===== config.mk =====
export PLATFORM = sky130hd
export DESIGN_NAME = ping_initiator
export DESIGN_NICKNAME = d
export VERILOG_FILES = /design/src/rtl/ping_pong_pkg.sv /design/src/rtl/ping_initiator_delay_timer.sv /design/src/rtl/ping_initiator.sv
export SDC_FILE = /design/constraint.sdc
export NUM_CORES = 1
export LEC_CHECK = 0
export CORE_UTILIZATION = 47
export CTS_BUF_LIST = sky130_fd_sc_hd__clkbuf_4 sky130_fd_sc_hd__clkbuf_8 sky130_fd_sc_hd__clkbuf_16
export DETAILED_ROUTE_END_ITERATION = 7
export DONT_BUFFER_PORTS = 1
export PLACE_DENSITY = 0.72
export SYNTH_ARGS = -nofsm -noshare
export SYNTH_HDL_FRONTEND = slang
export SYNTH_HIERARCHICAL = 1
export SYNTH_SLANG_ARGS = --single-unit

===== constraint.sdc =====
create_clock -name clk -period 1.98 [get_ports clk]
set_input_delay 0.594 -clock clk [delete_from_list [all_inputs] [get_ports clk]]
set_output_delay 0.594 -clock clk [all_outputs]
set_load 0.02 [all_outputs]

===== src/rtl/ping_pong_pkg.sv =====
// ============================================================================
// Module  : ping_pong_pkg
// Brief   : Shared types, default constants and width helper for the
//           ping/pong initiator slice.
// Revision: 1.0 - initial release
// ============================================================================
`default_nettype none

package ping_pong_pkg;

  // Default run configuration
  localparam int DEF_ROUNDS         = 10;
  localparam int DEF_START_DELAY    = 100;
  localparam int DEF_RESP_DELAY     = 1;
  localparam int DEF_TIMEOUT_CYCLES = 256;

  // Initiator sequencing states
  typedef enum logic [2:0] {
    IDLE       = 3'd0,
    START_WAIT = 3'd1,
    WAIT_PONG  = 3'd2,
    PONG_DLY   = 3'd3,
    DONE       = 3'd4,
    ERROR      = 3'd5
  } state_e;

  // Bits needed to hold the values 0..n (never less than one bit)
  function automatic int cnt_w(input int n);
    if (n <= 1) return 1;
    return $clog2(n + 1);
  endfunction

endpackage : ping_pong_pkg

`default_nettype wire


===== src/rtl/ping_initiator_delay_timer.sv =====
// ============================================================================
// Module  : delay_timer
// Brief   : Loadable down-counter. A load takes priority over counting; the
//           counter holds at zero and flags it on 'zero'.
// Revision: 1.0 - initial release
// ============================================================================
`default_nettype none

module delay_timer #(
  parameter int W = 8
) (
  input  logic         clk,
  input  logic         rst,
  input  logic         load,
  input  logic [W-1:0] load_val,
  input  logic         en,
  output logic         zero
);

  logic [W-1:0] r_cnt;

  // Count register: load wins, otherwise decrement while enabled and non-zero
  always_ff @(posedge clk) begin
    if (rst) begin
      r_cnt <= '0;
    end else if (load) begin
      r_cnt <= load_val;
    end else if (en && (r_cnt != '0)) begin
      r_cnt <= r_cnt - W'(1);
    end
  end

  assign zero = (r_cnt == '0);

endmodule : delay_timer

`default_nettype wire


===== src/rtl/ping_initiator.sv =====
// ============================================================================
// Module  : ping_initiator
// Brief   : Drives the ping side of a ping/pong exchange: start delay, ping,
//           wait for pong, response delay, log round, repeat ROUNDS times.
//           Optional pong watchdog enabled by defining PING_TIMEOUT_EN.
// Revision: 1.0 - initial release
// ============================================================================
`default_nettype none

module ping_initiator
  import ping_pong_pkg::*;
#(
  parameter int ROUNDS         = DEF_ROUNDS,
  parameter int START_DELAY    = DEF_START_DELAY,
  parameter int RESP_DELAY     = DEF_RESP_DELAY,
  parameter int TIMEOUT_CYCLES = DEF_TIMEOUT_CYCLES
) (
  input  logic                       clk,
  input  logic                       rst,
  input  logic                       start,
  output logic                       ping_o,
  input  logic                       pong_i,
  output logic                       pong_log,
  output logic [cnt_w(ROUNDS)-1:0]   round_cnt,
  output logic                       busy,
  output logic                       done,
  output logic                       spurious,
  output logic                       err
);

  localparam int c_cnt_w   = cnt_w(ROUNDS);
  localparam int c_tmr_max = (START_DELAY > RESP_DELAY) ? START_DELAY : RESP_DELAY;
  localparam int c_tmr_w   = cnt_w(c_tmr_max);

  localparam logic [c_cnt_w-1:0] c_last_cnt = c_cnt_w'(ROUNDS - 1);
  localparam logic [c_tmr_w-1:0] c_start_ld = c_tmr_w'(START_DELAY - 1);
  localparam logic [c_tmr_w-1:0] c_resp_ld  = c_tmr_w'(RESP_DELAY - 1);

  state_e               r_state;
  state_e               w_state_nxt;

  logic                 w_start_acc;
  logic                 w_pong_acc;
  logic                 w_tmr_load;
  logic [c_tmr_w-1:0]   w_tmr_load_val;
  logic                 w_tmr_en;
  logic                 w_tmr_zero;
  logic                 w_wd_zero;

  logic                 r_ping, r_log, r_busy, r_done, r_spur, r_err;
  logic [c_cnt_w-1:0]   r_cnt;
  logic                 w_ping_nxt, w_log_nxt, w_busy_nxt, w_done_nxt, w_spur_nxt, w_err_nxt;
  logic [c_cnt_w-1:0]   w_cnt_nxt;

  // A start is only honoured while not running; a pong only counts when it
  // arrives in WAIT_PONG after the ping cycle itself.
  assign w_start_acc = start && ((r_state == IDLE) || (r_state == DONE) || (r_state == ERROR));
  assign w_pong_acc  = pong_i && (r_state == WAIT_PONG) && !r_ping;

  // Shared timer for the start delay and the response delay
  delay_timer #(
    .W (c_tmr_w)
  ) u_dly (
    .clk      (clk),
    .rst      (rst),
    .load     (w_tmr_load),
    .load_val (w_tmr_load_val),
    .en       (w_tmr_en),
    .zero     (w_tmr_zero)
  );

`ifdef PING_TIMEOUT_EN
  localparam int c_wd_w = cnt_w(TIMEOUT_CYCLES);
  localparam logic [c_wd_w-1:0] c_wd_ld = c_wd_w'(TIMEOUT_CYCLES - 1);

  // Watchdog re-armed on every WAIT_PONG entry, which always coincides with a ping
  delay_timer #(
    .W (c_wd_w)
  ) u_wd (
    .clk      (clk),
    .rst      (rst),
    .load     (w_ping_nxt),
    .load_val (c_wd_ld),
    .en       (r_state == WAIT_PONG),
    .zero     (w_wd_zero)
  );
`else
  logic w_unused_timeout;
  assign w_unused_timeout = ^TIMEOUT_CYCLES;
  assign w_wd_zero        = 1'b0;
`endif

  // State and registered outputs
  always_ff @(posedge clk) begin
    if (rst) begin
      r_state <= IDLE;
      r_ping  <= 1'b0;
      r_log   <= 1'b0;
      r_cnt   <= '0;
      r_busy  <= 1'b0;
      r_done  <= 1'b0;
      r_spur  <= 1'b0;
      r_err   <= 1'b0;
    end else begin
      r_state <= w_state_nxt;
      r_ping  <= w_ping_nxt;
      r_log   <= w_log_nxt;
      r_cnt   <= w_cnt_nxt;
      r_busy  <= w_busy_nxt;
      r_done  <= w_done_nxt;
      r_spur  <= w_spur_nxt;
      r_err   <= w_err_nxt;
    end
  end

  // Next state and delay timer control
  always_comb begin
    w_state_nxt    = r_state;
    w_tmr_load     = 1'b0;
    w_tmr_load_val = c_start_ld;
    w_tmr_en       = 1'b0;
    case (r_state)
      IDLE, DONE, ERROR: begin
        if (start) begin
          w_state_nxt = START_WAIT;
          w_tmr_load  = 1'b1;
        end
      end
      START_WAIT: begin
        w_tmr_en = 1'b1;
        if (w_tmr_zero) w_state_nxt = WAIT_PONG;
      end
      WAIT_PONG: begin
        // A pong in the expiry cycle still wins over the watchdog
        if (w_pong_acc) begin
          w_state_nxt    = PONG_DLY;
          w_tmr_load     = 1'b1;
          w_tmr_load_val = c_resp_ld;
        end else if (w_wd_zero) begin
          w_state_nxt = ERROR;
        end
      end
      PONG_DLY: begin
        w_tmr_en = 1'b1;
        if (w_tmr_zero) w_state_nxt = (r_cnt == c_last_cnt) ? DONE : WAIT_PONG;
      end
      default: w_state_nxt = IDLE;
    endcase
  end

  // Next values of the registered outputs
  always_comb begin
    w_ping_nxt = (w_state_nxt == WAIT_PONG) && (r_state != WAIT_PONG);
    w_log_nxt  = (r_state == PONG_DLY) && w_tmr_zero;
    w_busy_nxt = (w_state_nxt == START_WAIT) || (w_state_nxt == WAIT_PONG) ||
                 (w_state_nxt == PONG_DLY);
    w_done_nxt = (w_state_nxt == DONE);
    w_err_nxt  = (w_state_nxt == ERROR);
    w_cnt_nxt  = r_cnt;
    w_spur_nxt = r_spur | (pong_i & ~w_pong_acc);
    if (w_start_acc) begin
      w_cnt_nxt  = '0;
      w_spur_nxt = 1'b0;
    end else if (w_log_nxt) begin
      w_cnt_nxt  = r_cnt + c_cnt_w'(1);
    end
  end

  assign ping_o    = r_ping;
  assign pong_log  = r_log;
  assign round_cnt = r_cnt;
  assign busy      = r_busy;
  assign done      = r_done;
  assign spurious  = r_spur;
  assign err       = r_err;

endmodule : ping_initiator

`default_nettype wire

==> metrics.yaml, run 1 <==
outcome:
  status: "completed"
min_path:
  min_path_type: "input port to flip-flop"
global_route:
  grt_remaining_overflow: 0
  grt_max_degree: 16
  antenna_found_initial: 0
  track_usage_pct: 19.6
  grt_pass1_vias: 733
  grt_pass1_wl_mm: 3.08
flow_run:
  maxCapViolCount: 0
power:
  swShare_pct: 30.5
  pwr-share-clk_pct: 27.5
  leakage_nw: 0.441
  seq_power_share_pct: 43.9
  power_switching_w: 0.000366
  powerDensity_nw_per_um2: 1070
  ir_drop_uv: 573
  combPwrFrac_pct: 28.6
  p_int_w: 0.000832
routing:
  dr.pass1.iters: 4
  wirelength_mm: 1.94
  routed-via-count: 786
  final_antenna_net_count: 0
  drc: 0
  wl_per_cell_um: 13.6
  drt-initial-drc-count: 15
  routed_via_density: 5.50
clocking:
  cts_sinks: 20
  ctsHoldBuffers: 0
  cts_buffers: 3
  htree_levels: 1
  root_buffer: "clkbuf_4"
  cts_max_path_buffers: 2
  clkTransAtPathRegs_ns: 0.11
  cts_tree: "yes"
  worstSkewPairLatency_ns: 0.30
worst_setup_path:
  path_class: "flip-flop to flip-flop"
  crit_required_ns: 2.20
  critPathMaxStageDelay_ns: 0.53
  startpoint_type: "flip-flop"
  cp_slowest_cell: "or3b_2"
  cp_common_cell: "nand2b_1"
  crit_chain: "nand2b_1, inv_1, or3b_2, nor4_2, nand2b_1, a311oi_1"
  cp.arrival_ns: 2.11
  endpoint_kind: "flip-flop"
  path_max_fanout: 5
synthesis:
  yosysMostFrequentCell: "dfxtp_1"
  synthArstFlopShare_pct: 0
  synth_cell_types: 40
  synth_top_area_share_pct: 41.6
  synth_warnings: 6
  syn_inst: 106
  synth_area_leaders: "dfxtp_1 (42%), nor2_1 (5.5%), ha_1 (3.9%), inv_1 (3.1%), a21oi_1 (2.6%)"
  ys_seq_area_share_pct: 41.6
  synth-seq-cells: 20
  syn-cell-area_um2: 963
  synth_edf_count: 0
  synth-main-ff-cell: "dfxtp_1"
  synth_top_area_cell: "dfxtp_1"
  avgSynthCellArea_um2: 9.09
  synthTopCellsByCount: "dfxtp_1 (20), nor2_1 (14), inv_1 (8)"
placed_design:
  finalWeightedCongestion: 0.823
  io_buffers: 0
  dp_hpwl_mm: 1.44
  dp_cells: 137
timing:
  hold_viol: 0
  maxSlewViolCount: 0
  post-route-period-util_pct: 95.6
  whs_ns: 0.337
  layout_min_cycle_time_ns: 1.89
  fmax_ghz: 0.528
  rsz0062_at_grt: "yes"
  clock_skew_ns: 0.00351
  finalSetupViolCount: 0
finish:
  layout.nets: 124
  n_antenna_cell: 0
  drive_gt1_share_pct: 22.4
  syn_to_final_growth_pct: 16.8
  fin_cells: 143
floorplan:
  num_rows: 16
  initial_core_util_pct: 49.6
  fp.coreArea_um2: 1940
  pin_count: 14
  die_height_um: 47.3
  die_area_um2: 2230
  die_x_um: 47.3
-- layer usage --
metal  vias up  global-route usage [%]  routed length, µm
li1        392                       -                  -
met1       374                    24.2                859
met2        16                    31.0                965
met3         4                    6.92                 88
met4         0                    8.00                 31
met5         -                       0                  0
-- flip-flops by register name, indices dropped and copies added (netlist names) --
| name | cells |
|---|---|
| busy | 1 |
| done | 1 |
| err | 1 |
| ping_o | 1 |
| pong_log | 1 |
| r_state | 3 |
| round_cnt | 4 |
| spurious | 1 |
| u_dly/r_cnt | 7 |
-- final timing paths --
path	start	endpoint	slack [ns]	cells after the start
setup reg to reg	r_state[2]$_SDFF_PP0_	u_dly/r_cnt[5]$_SDFFE_PP0P_	0.09	6
setup / recovery	r_state[2]$_SDFF_PP0_	u_dly/r_cnt[5]$_SDFFE_PP0P_	0.09	6
hold reg to reg	u_dly/r_cnt[6]$_SDFFE_PP0P_	u_dly/r_cnt[6]$_SDFFE_PP0P_	0.52	2
hold / removal	rst	u_dly/r_cnt[4]$_SDFFE_PP0P_	0.34	1
-- cell usage in the layout (no fill, tap or decap), drive strengths merged --
cell type,synthesis,layout
a21oi,5,5
nand2,5,5
xor2,2,2
bufinv,0,1
nor4,4,4
a211oi,2,2
and4b,2,2
o21ai,1,1
or3b,1,1
clkbuf,1,3
and2,2,2
or2,1,1
nor3,4,4
nand3b,2,2
o31a,1,1
inv,8,8
buf,1,6
dfxtp,20,20
a31o,1,1
nand4,1,1
nor2b,3,3
nor2,14,14
nand2b,3,3
xnor2,2,2
o31ai,2,2
and2b,1,1
conb,1,3
or4,2,2
o21a,2,2
a2111oi,1,1
mux2i,1,1
ha,3,3
nor4b,1,1
a311oi,3,3
a21boi,1,1
nand3,1,1
nor3b,1,1
-- per-stage QoR --
| step | area [µm²] | setup TNS, ns | util, % | power [W] | setup WS, ns |
|---|---|---|---|---|---|
| after floorplan | 971 | 0 | - | 0.000757 | 0.168 |
| after global placement | 1030 | 0 | 52.8 | 0.000817 | 0.144 |
| after detailed placement | 1030 | 0 | 52.8 | 0.000828 | 0.0738 |
| after CTS | 1080 | 0 | 55.5 | 0.00116 | 0.0649 |
| after global routing | 1120 | -0.0900 | 57.9 | 0.00128 | -0.0673 |
| final | 1120 | 0 | 57.9 | 0.00120 | 0.0867 |
-- logic make-up after synthesis --
| group | Yosys count | share of synthesized area (%) |
|---|---|---|
| compound gates | 19 | 14.8 |
| buf+inv | 10 | 4.03 |
| flops | 20 | 41.6 |
| simple gates | 48 | 30.7 |
| fa+ha+maj | 3 | 3.90 |
| other cells | 1 | 0.389 |
| mux | 1 | 1.04 |
| xor+xnor | 4 | 3.64 |
-- power groups by stage --
stage | Clock [W] | Combinational (W) | Sequential, W
5_1_grt | 0.000358 | 0.000386 | 0.000534
4_1_cts | 0.000336 | 0.000301 | 0.000518
3_5_place_dp | 0 | 0.000300 | 0.000528
2_1_floorplan | 0 | 0.000243 | 0.000515
3_3_place_gp | 0 | 0.000291 | 0.000526
6_report | 0.000330 | 0.000343 | 0.000526
-- cell type report --
type / instances / area [µm²]
Clock buffer: 3 / 22.5
Clock inverter: 1 / 30.0
Fill cell: 183 / 817
Inverter: 8 / 30.0
Multi-Input combinational cell: 78 / 561
Sequential cell: 20 / 403
Tap cell: 27 / 33.8
Timing Repair Buffer: 6 / 45.0
-- critical path: cells and delay by family, from the launching register on --
kind                   cells  cell delay, ns
and+or+nand+nor            4            1.02
AOI/OAI and AO/OA          1            0.26
DFF                        1            0.38
buffers and inverters      1            0.15
-- repair_timing --
item                                    in CTS  in global routing
endpoints found under the setup margin       0                  3
gates resized for setup                      0                  9
buffers inserted                             0                  2
Power figures use the tool's default switching activity.
==> inputs of run 2 (changes only) <==
- GPL_TIMING_DRIVEN: not set -> 0
==> run 2 against run 1 <==
Critical path depth stayed put; register-to-register slack about the same; clock power hardly changed; sequential cell count is the same.
==> metrics.yaml, run 2 (synthesis gave the netlist of run 1 again) <==
outcome:
  status: "completed"
finish:
  n_antenna_cell: 0  # unchanged
  regMostFlops: "u_dly/r_cnt"
  fin_util_pct: 56.5  # -1.4 points
  syn_to_final_growth_pct: 13.9
  fin_cells: 141  # -1.4%
  final_common_cell: "dfxtp_1"
  layout.nets: 122  # -1.6%
  layout_common_cells: "dfxtp_1 (19), nor2_1 (14), inv_1 (8)"
  drive_gt1_share_pct: 19.3  # -3.1 points
  largest_reg_flops: 7  # unchanged
routing:
  routed-via-count: 772  # -1.8%
  drt-initial-drc-count: 6  # -9
  dr.pass1.iters: 4  # unchanged
  wirelength_mm: 1.81  # -6.9%
  drc: 0  # unchanged
  routed_via_density: 5.48  # -0.39%
  wl_per_cell_um: 12.8  # -5.6%
  final_antenna_net_count: 0  # unchanged
placed_design:
  dp_cells: 135  # -1.5%
  dp_hpwl_mm: 1.36  # -5.4%
  io_buffers: 0  # unchanged
  finalWeightedCongestion: 0.780  # -5.3%
clocking:
  cts_max_path_buffers: 2  # unchanged
  clkTransAtPathRegs_ns: 0.11  # about the same
  ctsHoldBuffers: 0  # unchanged
  worstSkewPairLatency_ns: 0.30  # about the same
  cts_tree: "yes"
  cts_sinks: 20  # unchanged
  htree_levels: 1  # unchanged
  root_buffer: "clkbuf_4"
  cts_buffers: 3  # unchanged
floorplan:
  pin_count: 14  # unchanged
  die_area_um2: 2230  # unchanged
  die_height_um: 47.3  # unchanged
  die_x_um: 47.3  # unchanged
  num_rows: 16  # unchanged
  fp.coreArea_um2: 1940  # unchanged
  initial_core_util_pct: 49.6  # unchanged
timing:
  clock_skew_ns: 0.00522  # +0.00170 ns
  whs_ns: 0.336  # -0.00175 ns
  post-route-period-util_pct: 95.5  # -0.10 points
  hold_viol: 0  # unchanged
  finalSetupViolCount: 0  # unchanged
  maxSlewViolCount: 0  # unchanged
  layout_min_cycle_time_ns: 1.89  # -0.00205 ns
  rsz0062_at_grt: "no"
  fmax_ghz: 0.529  # +0.11%
worst_setup_path:
  endpoint_kind: "flip-flop"
  cp.arrival_ns: 2.11  # about the same
  path_max_fanout: 5  # unchanged
  path_class: "flip-flop to flip-flop"
  startpoint_type: "flip-flop"
  crit_required_ns: 2.20  # about the same
flow_run:
  maxCapViolCount: 0  # unchanged
min_path:
  min_path_type: "input port to flip-flop"
global_route:
  antenna_found_initial: 0  # unchanged
  grt_remaining_overflow: 0  # unchanged
  track_usage_pct: 18.2  # -1.4 points
  grt_pass1_wl_mm: 2.83  # -8.1%
  grt_pass1_vias: 677  # -7.6%
  grt_max_degree: 13  # -3
power:
  powerDensity_nw_per_um2: 1070  # +0.83%
  ir_drop_uv: 649  # +13%
  leakage_nw: 0.425  # -3.5%
  power.total_w: 0.00118  # -1.6%
-- run 2: worst max-delay path, cell delays in order, from the launching register on --
cell      delay [ns]
dfxtp_1         0.38
nand2b_1        0.21
inv_1           0.16
or3b_2          0.52
nor4_1          0.19
nand2b_1        0.08
a311oi_1        0.27
-- run 2: path summary, 6_finish.rpt --
| kind | startpoint | cells after the start | slack [ns] | to |
|---|---|---|---|---|
| worst min register to register | u_dly/r_cnt[6]$_SDFFE_PP0P_ | 2 | 0.52 | u_dly/r_cnt[6]$_SDFFE_PP0P_ |
| worst min-delay path | rst | 1 | 0.34 | r_state[0]$_SDFF_PP0_ |
| worst max register to register | r_state[2]$_SDFF_PP0_ | 6 | 0.09 | u_dly/r_cnt[5]$_SDFFE_PP0P_ |
| worst max-delay path | r_state[2]$_SDFF_PP0_ | 6 | 0.09 | u_dly/r_cnt[5]$_SDFFE_PP0P_ |
-- run 2: what timing repair did --
| item | CTS | global route |
|---|---|---|
| pin swaps | 0 | 2 |
| buffers inserted | 1 | 1 |
| gates cloned | 0 | 0 |
| gates resized for setup | 2 | 5 |
| setup endpoints to repair | 9 | 6 |
-- run 2: final cells by class --
class | count | area, µm²
repair buffers | 2 | 15.0
flip-flops and latches | 20 | 402
clock buffers | 3 | 22.5
well taps | 27 | 33.8
fillers | 201 | 845
multi-input cells | 78 | 556
plain buffers | 2 | 8.76
clock inverters | 1 | 30.0
inverters | 8 | 30.0
-- run 2: power breakdown --
part | switching (W) | internal, W | total [W] | leakage [nW]
Clock | 0.000123 | 0.000205 | 0.000327 | 0.0279
Sequential | 0.0000679 | 0.000454 | 0.000522 | 0.164
Combinational | 0.000170 | 0.000159 | 0.000329 | 0.233
Total | 0.000361 | 0.000818 | 0.00118 | 0.425
-- run 2: stage by stage --
step / setup WS (ns) / setup TNS, ns / cell area (µm²)
after global placement: -0.107 / -0.542 / 1000
after global routing: 0.00660 / 0 / 1100
after floorplan: 0.168 / 0 / 971
after detailed placement: -0.165 / -0.876 / 1000
final: 0.0887 / 0 / 1100
after CTS: 0.000735 / 0 / 1070
-- run 2: per-layer routing --
layer,wire (µm),GRT usage (%),up-vias
met5,0,0,-
met4,31,10.3,0
met3,65,5.77,4
met2,870,28.8,11
met1,843,21.8,365
li1,-,-,392
==> inputs of run 3 (changes only) <==
- ABC_AREA: not set -> 1
- GPL_ROUTABILITY_DRIVEN: not set -> 0
==> run 3 against run 2 <==
Sequential power shrank 4%; largest power group unchanged; setup slack gained 0.11 ns; sequential share of layout area shrank 4.6 points; highest routed layer unchanged; clock power shrank 29%; area after synthesis grew 21%; final cell count grew 50%; hold slack gained 0.019 ns; synthesized cell count grew 67%; routed wire length grew 17%; first-iteration DRC count grew to 3.0 times the previous value.
==> metrics.yaml, run 3 <==
floorplan:
  initial_core_util_pct: 51.3  # +1.7 points
  pin_count: 14  # unchanged
  die_area_um2: 2690  # +20%
  num_rows: 17  # +1
  die_height_um: 51.9  # +9.7%
  fp.coreArea_um2: 2280  # +17%
  die_x_um: 51.9  # +9.7%
synthesis:
  syn-cell-area_um2: 1170  # +21%
  synth-main-ff-cell: "dfxtp_1"
  synth_cell_types: 23  # -43%
  synth_top_area_share_pct: 34.3  # -7.3 points
  synth_warnings: 6  # unchanged
  synth_area_leaders: "dfxtp_1 (34%), nor2_1 (12%), nand2_1 (12%), inv_1 (8.0%), nand3_1 (6.0%)"
  synthTopCellsByCount: "nor2_1 (38), nand2_1 (37), inv_1 (25)"
  synthArstFlopShare_pct: 0  # unchanged
  synth_top_area_cell: "dfxtp_1"
  syn_inst: 177  # +67%
  synth_edf_count: 0  # unchanged
  yosysMostFrequentCell: "nor2_1"
  avgSynthCellArea_um2: 6.60  # -27%
  synth-seq-cells: 20  # unchanged
  ys_seq_area_share_pct: 34.3  # -7.3 points
clocking:
  cts_resized: 0  # -2
  clkTransAtPathRegs_ns: 0.11  # about the same
  htree_levels: 1  # unchanged
  cts_setup_buffers: 0  # -1
  cts_buffers: 3  # unchanged
  ctsHoldBuffers: 0  # unchanged
  root_buffer: "clkbuf_4"
  cts_max_path_buffers: 2  # unchanged
  cts_sinks: 20  # unchanged
  worstSkewPairLatency_ns: 0.29  # about the same
  cts_tree: "yes"
timing:
  post-route-period-util_pct: 89.7  # -5.8 points
  slew_headroom_pct: 61.3
  fmax_ghz: 0.563  # +6.5%
  worstMarginPinSlew_ns: 0.578
  layout_min_cycle_time_ns: 1.78  # -0.115 ns
  finalSetupTns_ns: 0  # unchanged
  rsz0062_at_grt: "no"
  hold_viol: 0  # unchanged
  clock_skew_ns: 0.00247  # -0.00274 ns
  finalSetupViolCount: 0  # unchanged
  maxSlewViolCount: 0  # unchanged
routing:
  met3WireLength_um: 41  # -37%
  wirelength_mm: 2.13  # +17%
  final_antenna_net_count: 0  # unchanged
  routed-via-count: 1028  # +33%
  drt-initial-drc-count: 18  # +12
  wl_met2_mm: 1.07  # +23%
  dr.pass1.iters: 4  # unchanged
  wl_per_cell_um: 10.1  # -22%
  highest_layer: "met4"
  wl_met1_mm: 1.00  # +19%
  routed_via_density: 4.87  # -11%
  drc: 0  # unchanged
min_path:
  min_path_type: "input port to flip-flop"
power:
  ir_drop_uv: 571  # -12%
  combPwrFrac_pct: 35.0  # +7.1 points
  seq_power_share_pct: 44.5  # +0.2 points
  powerDensity_nw_per_um2: 905  # -16%
  pwr-share-clk_pct: 20.6  # -7.2 points
  p_int_w: 0.000703  # -14%
  leakage_nw: 0.681  # +60%
  power_switching_w: 0.000428  # +19%
  swShare_pct: 37.9  # +7.3 points
worst_setup_path:
  startpoint_type: "flip-flop"
  critPathMaxStageDelay_ns: 0.35  # -0.17 ns
  cp.arrival_ns: 2.02  # -0.09 ns
  endpoint_kind: "flip-flop"
  path_max_fanout: 6  # +1
  cp_common_cell: "nand2_1"
  crit_required_ns: 2.22  # +0.02 ns
  path_class: "flip-flop to flip-flop"
  crit_chain: "inv_1, ha_2, nand2_2, nor2_2, nand2_4, inv_1, nand2_1, inv_1, nand2_1, nand2_1, nand2_1, nand2_1, nand2_1, nor2_1"
  cp_slowest_cell: "dfxtp_1"
finish:
  n_antenna_cell: 0  # unchanged
  fillers: 232  # +15%
  layout_common_cells: "nor2_1 (38), nand2_1 (37), inv_1 (25)"
  layout.nets: 191  # +57%
  drive_gt1_share_pct: 16.4  # -2.9 points
  largest_reg_flops: 7  # unchanged
  stdcell_area_um2: 1250  # +14%
  final_common_cell: "nor2_1"
  syn_to_final_growth_pct: 6.96
  regMostFlops: "u_dly/r_cnt"
global_route:
  grt_remaining_overflow: 0  # unchanged
  track_usage_pct: 18.1  # -0.11 points
  grt_max_degree: 12  # -1
  grt_pass1_wl_mm: 3.75  # +33%
  antenna_found_initial: 0  # unchanged
  grt_pass1_vias: 931  # +38%
placed_design:
  io_buffers: 0  # unchanged
  dp_hpwl_mm: 1.64  # +21%
  placed_cell_area_um2: 1210  # +21%
outcome:
  status: "completed"
flow_run:
  maxCapViolCount: 0  # unchanged
[run 3: power groups by stage]
stage | clock (W) | combinational (W) | sequential (W)
2_1_floorplan | 0 | 0.000337 | 0.000501
3_3_place_gp | 0 | 0.000385 | 0.000511
3_5_place_dp | 0 | 0.000394 | 0.000511
4_1_cts | 0.000245 | 0.000395 | 0.000502
5_1_grt | 0.000260 | 0.000463 | 0.000508
6_report | 0.000233 | 0.000395 | 0.000503
[run 3: critical path, delay by kind of cell, from the launching register on]
| kind | cells | cell delay (ns) |
|---|---|---|
| adders and majority gates | 1 | 0.24 |
| buffers and inverters | 3 | 0.32 |
| and+or+nand+nor | 10 | 0.83 |
| DFF | 1 | 0.35 |
[run 3: routing by layer]
| layer | vias to the layer above | GRT usage, % |
|---|---|---|
| met1 | 461 | 21.8 |
| met3 | 2 | 2.34 |
| met5 | - | 0 |
| li1 | 557 | - |
| met4 | 0 | 6.76 |
| met2 | 8 | 32.3 |
[run 3: final cells by class]
class                   count  area (µm²)  share of cell area (%)
well taps                  28        35.0                    2.80
clock buffers               4        36.3                    2.90
flip-flops and latches     20         400                    32.0
plain buffers               1        7.51                   0.601
inverters                  28         110                    8.81
multi-input cells         130         661                    52.9
[run 3: per-stage QoR]
| step | util [%] | power [W] | setup slack (ns) | instances | hold slack (ns) |
|---|---|---|---|---|---|
| CTS | 54.8 | 0.00114 | 0.172 | 211 | 0.338 |
| floorplan | - | 0.000838 | 0.418 | 179 | 0.474 |
| global route | 54.9 | 0.00123 | 0.00205 | 211 | 0.328 |
| finish | 54.9 | 0.00113 | 0.203 | 211 | 0.354 |
| global placement | 53.2 | 0.000895 | 0.252 | 207 | 0.501 |
| detailed placement | 53.2 | 0.000905 | 0.205 | 207 | 0.516 |
[run 3: worst paths after layout]
kind / cells past startpoint / slack (ns) / to / from
hold reg to reg: 2 / 0.53 / u_dly/r_cnt[0]$_SDFFE_PP0P_ / u_dly/r_cnt[0]$_SDFFE_PP0P_
setup / recovery: 14 / 0.20 / done$_SDFF_PP0_ / u_dly/r_cnt[0]$_SDFFE_PP0P_
hold / removal: 1 / 0.35 / pong_log$_SDFF_PP0_ / rst
setup reg to reg: 14 / 0.20 / done$_SDFF_PP0_ / u_dly/r_cnt[0]$_SDFFE_PP0P_
[run 3: kinds of logic after synthesis]
| logic type | share of synthesized area (%) |
|---|---|
| simple gates | 46.8 |
| buf+inv | 10.1 |
| flops | 34.3 |
| compound gates | 5.35 |
| fa+ha+maj | 3.21 |
| other cells | 0.321 |
